### config.mk
export PLATFORM = sky130hd
export DESIGN_NAME = tm1640_frame_sequencer
export DESIGN_NICKNAME = d
export VERILOG_FILES = /design/src/rtl/tm1640_frame_sequencer.sv
export SDC_FILE = /design/constraint.sdc
export NUM_CORES = 1
export LEC_CHECK = 0
export ABC_AREA = 1
export CAP_MARGIN = 20
export CORE_MARGIN = 2
export CORE_UTILIZATION = 50
export DETAILED_ROUTE_END_ITERATION = 12
export PLACE_DENSITY = 0.83
export SLEW_MARGIN = 25
export SYNTH_ARGS = -nofsm -noshare
export SYNTH_HDL_FRONTEND = slang
export SYNTH_SLANG_ARGS = --single-unit
### constraint.sdc
create_clock -name clk -period 1.8 [get_ports clk]
set_input_delay 0.36 -clock clk [delete_from_list [all_inputs] [get_ports clk]]
set_output_delay 0.36 -clock clk [all_outputs]
set_load 0.02 [all_outputs]
### src/rtl/tm1640_frame_sequencer.sv
// Builds a TM1640 display frame from hex digits and streams it, one byte per handshake,
// to the serial driver: data cmd, address cmd, NUM_DIGITS segment bytes, display-control cmd.
module tm1640_frame_sequencer #(
  parameter int NUM_DIGITS  = 9,
  parameter int START_ADDR  = 0,
  parameter int AUTO_INIT   = 1,
  parameter int ACK_TIMEOUT = 255
) (
  input  logic                    clk,
  input  logic                    rst_n,
  input  logic [4*NUM_DIGITS-1:0] digits,
  input  logic [NUM_DIGITS-1:0]   dp,
  input  logic [2:0]              brightness,
  input  logic                    disp_on,
  input  logic                    update,
  output logic                    ready,
  output logic                    frame_done,
  output logic                    err,
  output logic                    tm_latch,
  output logic [7:0]              tm_byte,
  output logic                    tm_end,
  input  logic                    tm_busy
);

  localparam int NB = NUM_DIGITS + 3;
  localparam int IW = $clog2(NB);
  localparam int CW = (ACK_TIMEOUT < 1) ? 1 : $clog2(ACK_TIMEOUT + 1);

  typedef enum logic [2:0] {S_IDLE, S_LOAD, S_ISSUE, S_WAIT_ACK, S_WAIT_DONE} state_t;

  state_t                         state, state_nxt;
  logic                           pending;
  logic [IW-1:0]                  idx, idx_nxt;
  logic [CW-1:0]                  cnt;
  logic [NUM_DIGITS-1:0][3:0]     dig_q;
  logic [NUM_DIGITS-1:0]          dp_q;
  logic [2:0]                     br_q;
  logic                           on_q;
  logic [NB-1:0][8:0]             frame;   // {end, byte} per frame slot
  logic                           last, timed_out, issue, done_set, to_set;

  function automatic logic [6:0] seg7(input logic [3:0] n);
    case (n)
      4'h0: seg7 = 7'h3F;  4'h1: seg7 = 7'h06;  4'h2: seg7 = 7'h5B;  4'h3: seg7 = 7'h4F;
      4'h4: seg7 = 7'h66;  4'h5: seg7 = 7'h6D;  4'h6: seg7 = 7'h7D;  4'h7: seg7 = 7'h07;
      4'h8: seg7 = 7'h7F;  4'h9: seg7 = 7'h6F;  4'hA: seg7 = 7'h77;  4'hB: seg7 = 7'h7C;
      4'hC: seg7 = 7'h39;  4'hD: seg7 = 7'h5E;  4'hE: seg7 = 7'h79;  4'hF: seg7 = 7'h71;
    endcase
  endfunction

  // Frame is derived only from the snapshot, so inputs changing mid-frame are invisible.
  always_comb begin
    frame    = '0;
    frame[0] = {1'b1, 8'h40};
    frame[1] = {1'b0, 4'hC, 4'(START_ADDR)};
    for (int i = 0; i < NUM_DIGITS; i++)
      frame[i+2] = {(i == NUM_DIGITS - 1), dp_q[i], seg7(dig_q[i])};
    frame[NB-1] = {1'b1, 4'h8, on_q, br_q};
  end

  assign last      = (idx == IW'(NB - 1));
  assign timed_out = (cnt == CW'(ACK_TIMEOUT));

  always_ff @(posedge clk or negedge rst_n) begin
    if (!rst_n) state <= S_IDLE;
    else        state <= state_nxt;
  end

  always_comb begin
    state_nxt = state;
    case (state)
      S_IDLE:      if (update || pending) state_nxt = S_LOAD;
      S_LOAD:      state_nxt = S_ISSUE;
      S_ISSUE:     state_nxt = S_WAIT_ACK;
      S_WAIT_ACK:  if (tm_busy) state_nxt = S_WAIT_DONE;
                   else if (timed_out) state_nxt = S_IDLE;
      S_WAIT_DONE: if (!tm_busy) state_nxt = last ? S_IDLE : S_ISSUE;
      default:     state_nxt = S_IDLE;
    endcase
  end

  always_comb begin
    issue    = (state_nxt == S_ISSUE);
    idx_nxt  = (state == S_LOAD) ? '0 : idx + IW'(1);
    done_set = (state == S_WAIT_DONE) && !tm_busy && last;
    to_set   = (state == S_WAIT_ACK) && !tm_busy && timed_out;
    ready    = (state == S_IDLE) && !pending && !update;
  end

  always_ff @(posedge clk or negedge rst_n) begin
    if (!rst_n) begin
      pending    <= (AUTO_INIT != 0);
      idx        <= '0;
      cnt        <= '0;
      dig_q      <= '0;
      dp_q       <= '0;
      br_q       <= '0;
      on_q       <= 1'b0;
      tm_latch   <= 1'b0;
      tm_byte    <= '0;
      tm_end     <= 1'b0;
      frame_done <= 1'b0;
      err        <= 1'b0;
    end else begin
      tm_latch   <= issue;
      frame_done <= done_set;
      if (to_set) err <= 1'b1;
      // Requests arriving mid-frame coalesce into one follow-up frame.
      if (state == S_IDLE) pending <= 1'b0;
      else if (update)     pending <= 1'b1;
      if (state == S_LOAD) begin
        dig_q <= digits;
        dp_q  <= dp;
        br_q  <= brightness;
        on_q  <= disp_on;
      end
      if (issue) begin
        idx               <= idx_nxt;
        {tm_end, tm_byte} <= frame[idx_nxt];
        cnt               <= '0;
      end else if (state == S_WAIT_ACK && !timed_out) begin
        cnt <= cnt + CW'(1);
      end
    end
  end

endmodule
# --- Word-level counts from Yosys, hierarchy flattened ---
# Memory sizes are Yosys's and may differ from the RTL's.
# Index checks and enable logic that the tools add are counted.
classes:
  addsub: 2
  magnitude_cmp: 1
  n_reduce_logical: 15
  mux: 13
  n_eq_ne: 7
ops:
  columns: ["operator", "count"]
  rows:
  - ["binary-select mux 9 bit (select 4 bit)", 1]
  - ["2-to-1 mux 8 bit", 2]
  - ["case mux 3 bit (5 select lines)", 1]
  - ["2-to-1 mux 3 bit", 4]
  - ["== test 3 x 2 -> 1 bit, second input constant", 3]
  - ["2-to-1 mux 9 bit", 1]
  - ["adder 8 x 1 -> 8 bit, second input constant", 1]
  - ["== test 8 bit, second input constant", 1]
  - ["logical AND 1 bit", 7]
  - ["less-than comparator 4 x 5 -> 1 bit, second input constant", 1]
  - ["adder 4 x 1 -> 4 bit, second input constant", 1]
  - ["== test 4 bit, second input constant", 1]
  - ["logical NOT 1 bit", 4]
  - ["2-to-1 mux 4 bit", 1]
  - ["nonzero test 2 bit", 2]
  - ["== test 3 x 1 -> 1 bit, second input constant", 1]
  - ["== test 3 bit, second input constant", 1]
  - ["logical NOT 3 bit", 1]
  - ["2-to-1 mux 1 bit", 2]
  - ["2-to-1 mux 2 bit", 1]
  - ["logical OR 1 bit", 1]
totals:
  output_inout_bits: 13
  ff_bits: 77
  inputBits: 53
  romBits: 1008
  memories: 9
mem_list:
  columns: ["name", "depth", "width", "read_ports", "rd_ports_with_merged_regs", "write_ports", "line_no", "source"]
  rows:
  - ["(name not given)", 16, 7, 1, 0, 0, "43", "case (n)"]
  - ["(name not given)", 16, 7, 1, 0, 0, "43", null]
  - ["(name not given)", 16, 7, 1, 0, 0, "43", null]
  - ["(name not given)", 16, 7, 1, 0, 0, "43", null]
  - ["(name not given)", 16, 7, 1, 0, 0, "43", null]
  - ["(name not given)", 16, 7, 1, 0, 0, "43", null]
  - ["3 more memories", null, null, null, null, null, null, null]

# --- Logic depth before layout (Yosys ltp) ---
# Gate-level depths: netlist of run 1.
depth:
  word_depth: 6
  mapped_depth: 14
  ltp_nobuf: 14

# --- Worst setup path after synthesis of run 1 ---
# Ideal clock, no wire load.
synth_path:
  kind: "register -> register"
  startpoint: "reg idx[0]"
  endpoint: "reg tm_byte[7]"
  setup_ns: 0.078
  synth_period_minus_slack_ns: 1.659
  path_stages_with_launch: 9
  path_buffers: 1
  path_slack_ns: 0.141
  arrival_time_ns: 1.581
  cell_sequence: "dfrtp_1 -> ha_1 -> clkbuf_1 -> nand2_2 -> nor2_1 -> nand2_1 -> a21oi_1 -> nand2_1 -> a21boi_1"
synth_between:
  elab_chain_cells: 5
  word_cells_on_any_way: 9
synth_lines:
  columns: ["item", "line_no", "source"]
  rows:
  - ["from (decl)", "33", "logic [IW-1:0] idx, idx_nxt;"]
  - ["from (signal assigned)", "118", "idx <= idx_nxt;"]
  - ["branches (longest 5 deep; another with adder 4 x 1 -> 4 bit)", null, null]
  - ["to (signal assigned)", "119", "{tm_end, tm_byte} <= frame[idx_nxt];"]
  - ["to (decl)", "20", "output logic [7:0] tm_byte,"]
# Several ways; the timed one is not identified. The select of a mux whose other input is x is not followed.
# A chain may end at the register's enable or synchronous reset.

# --- Worst setup path in the final report of run 1 ---
layout_path:
  startpoint: "reg tm_byte[2]"
  endpoint: "out tm_byte[2]"
# No word-level cell between the ends.

==> flow_metrics.env, run 1 <==
export IMPL_final_setup_skew_ns=0.00489
export IMPL_die_area_um2=12900
export IMPL_r2r_end="tm_byte[3]$_DFFE_PN0N_"
export IMPL_grt_pass1_vias=5326
export IMPL_grt_pass1_wl_mm=24.2
export IMPL_status="completed"
export IMPL_crit_slowest_cell="clkdlybuf4s50_1"
export IMPL_timing_rr_start="dig_q[9]$_DFFE_PN0P_"
export IMPL_diodes=0
export IMPL_drv_cap=0
export IMPL_met3_usage_pct=3.67
export IMPL_synth_ff_type="dfrtp_1"
export IMPL_wire_per_inst_um=12.8
export IMPL_worst_setup_path_start_kind="register"
export IMPL_wl_mm=14.2
export IMPL_setup_viol=0
export IMPL_grt_met2_usage_pct=36.4
export IMPL_coreArea_um2=11600
export IMPL_timing_fmax_mhz=588
export IMPL_finalMaxSlewViolations=0
export IMPL_drt_vias_per_instance=5.29
export IMPL_max_slew_margin_pct=65.4
export IMPL_synth_nets=997
export IMPL_clk_pin_slew_ns=0.06
export IMPL_critPathKind="reg2out"
export IMPL_grtUsageTotal_pct=22.9
export IMPL_required_ns=1.44
export IMPL_min_from="err$_DFFE_PN0P_"
export IMPL_gp_congestion=0.907
export IMPL_synth_seq_cells=77
export IMPL_crit_arrival_ns=1.34
export IMPL_critPathTopFamily="buffers and inverters"
export IMPL_holdPathEnd="err$_DFFE_PN0P_"
export IMPL_busiest_layer="met2"
export IMPL_path_buf_inv=1
export IMPL_critical_path_cell_chain="clkdlybuf4s50_1"
export IMPL_die_h_um=113
export IMPL_synth_edff_count=0
export IMPL_finalNonFillerCells=1102
export IMPL_layout_cells_most_common="nand2_1"
export IMPL_synthToLayoutAreaGrowth_pct=20.3
export IMPL_end_kind="primary output"
export IMPL_first_pass_iters=5
export IMPL_synthCells=889
export IMPL_worstMarginPinSlew_ns=0.518
export IMPL_clock_latency_ns=0.34
export IMPL_async_flop_share_pct=100
export IMPL_nets=1062
export IMPL_rsz0062_at_grt="yes"
export IMPL_rows=39
export IMPL_power_density_nw_per_um2=1970
export IMPL_final_cell_mix="nand2_1, nand3_1, inv_1"
export IMPL_gr_total_overflow=0
export IMPL_cts_buffers=9
export IMPL_layout_drive_gt1_share_pct=9.70
export IMPL_placedCellCount=1084
export IMPL_setup_tns_ns=0
export IMPL_syn_avg_cell_area_um2=6.73
export IMPL_ys_warnings_count=0
export IMPL_max_clock_path_buffers=2
export IMPL_final_hold_violation_count=0
export IMPL_vias=5826
export IMPL_hold_path_depth=1
export IMPL_worstPathMaxFanout=2
export IMPL_syn_cell_area_um2=5980
export IMPL_holdWs_ns=0.473
export IMPL_root_buffer="clkbuf_16"
export IMPL_dieWidth_um=113
export IMPL_power_total_mw=14.1
export IMPL_period_needed_ns=1.70
export IMPL_cts_tree="done"
export IMPL_synth_cell_types=35
export IMPL_ant_nets=0
export IMPL_p_leak_nw=3.63
export IMPL_grt_antenna_before_repair=0
export IMPL_reg2regPathDepth=10
export IMPL_drtIter0Drc=402
export IMPL_post_dp_hpwl_mm=10.5
export IMPL_ios=66
export IMPL_htreeDepth=3
export IMPL_portBuffers=65
export IMPL_grt_max_degree=60
export IMPL_max_stage_delay_ns=0.62
export IMPL_ir_drop_v=0.000707
export IMPL_hp_class="reg2reg"
export IMPL_met1_usage_pct=32.1
export IMPL_cts_sinks=77
export IMPL_period_share_pct=94.5
export IMPL_postLayoutCoreUtil_pct=62.2
export IMPL_drc=0
export IMPL_initial_core_util_pct=51.7
export IMPL_seq_area_frac_synth_pct=32.2
export IMPL_reg2reg_slack_ns=0.12
==> sequential cells by signal, indices dropped and copies added, names as in the netlist <==
register,flops
idx,4
tm_end,1
br_q,3
err,1
pending,1
frame_done,1
tm_byte,8
tm_latch,1
dig_q,36
on_q,1
dp_q,9
cnt,8
state,3
==> metal layers <==
metal	vias to the layer above	wire, µm
met2	206	6340
met5	-	0
li1	2969	-
met3	31	823
met1	2620	6610
met4	0	380
==> per-stage QoR <==
stage | instance area (µm²) | setup slack, ns
floorplan | 5980 | 0.141
global placement | 6820 | -0.237
detailed placement | 6820 | -0.270
CTS | 7130 | 0.00856
global route | 7200 | -0.0325
finish | 7200 | 0.0985
==> worst max path at each step <==
stage / cells after the start / to / slack (ns) / from
floorplan: 8 / tm_byte[7]$_DFFE_PN0N_ / 0.14 / idx[0]$_DFFE_PN0N_
global placement: 4 / ready / -0.24 / update
detailed placement: 4 / ready / -0.27 / update
CTS: 4 / ready / 0.009 / update
global route: 9 / tm_byte[7]$_DFFE_PN0N_ / -0.03 / state[2]$_DFF_PN0_
finish: 1 / tm_byte[2] / 0.1 / tm_byte[2]$_DFFE_PN0N_
==> cell usage after synthesis, drive strengths merged (2+ instances only) <==
| cell type | number | area (µm²) |
|---|---|---|
| a21oi | 26 | 130 |
| inv | 102 | 385 |
| or2 | 5 | 31.3 |
| o2111ai | 2 | 17.5 |
| o21ai | 88 | 440 |
| nand2 | 313 | 1210 |
| nand3 | 111 | 581 |
| nand3b | 2 | 27.5 |
| clkbuf | 18 | 67.6 |
| buf | 15 | 92.6 |
| o211ai | 8 | 60.1 |
| ha | 55 | 688 |
| nor2 | 60 | 269 |
| dfrtp | 76 | 1900 |
| nor3 | 2 | 10.0 |
==> worst reg2reg max path: cells and delay by family (launching register included) <==
kind	cells	cell delay, ns
AND/OR/NAND/NOR	8	0.90
flip-flops	1	0.41
adder cells (fa/ha/maj)	1	0.23
buffers and inverters	1	0.09
==> power breakdown <==
group	switching, mW	internal [mW]
combinational	5.56	3.28
clock	0.769	1.08
sequential	0.927	2.52
total	7.26	6.89
==> area by class of cell <==
cell class	count	area (µm²)
Tap cell	143	179
Inverter	102	392
Clock buffer	9	225
Timing Repair Buffer	87	836
Fill cell	1045	4370
Clock inverter	7	73.8
Multi-Input combinational cell	677	3560
Sequential cell	77	1930
==> kinds of logic (layout without fill, tap and decap cells) <==
logic type	after synthesis	after routing	synth area share, %
and+or+nand+nor	495	495	35.9
AOI/OAI and AO/OA	127	127	11.2
buffers and inverters	135	205	9.12
adders and majority gates	55	55	11.5
DFF	77	77	32.2
==> timing repair <==
action | CTS | global route
endpoints found under the setup margin | 1 | 41
endpoints found under the hold margin | 30 | 0
hold buffers | 1 | 0
buffers inserted | 0 | 1
resized for setup | 1 | 28
Note: power is estimated with default switching activity, not from simulation.
==> run 2: changes to the inputs <==
Settings changed: CTS_CLUSTER_SIZE set to 8.
==> results of run 2 <==
Final layout, timing and power as in run 1 (identical DEF).
==> run 3: changes to the inputs <==
Settings changed: CAP_MARGIN 20 to 15.
==> results of run 3 <==
Final layout, timing and power as in run 1 (identical DEF).
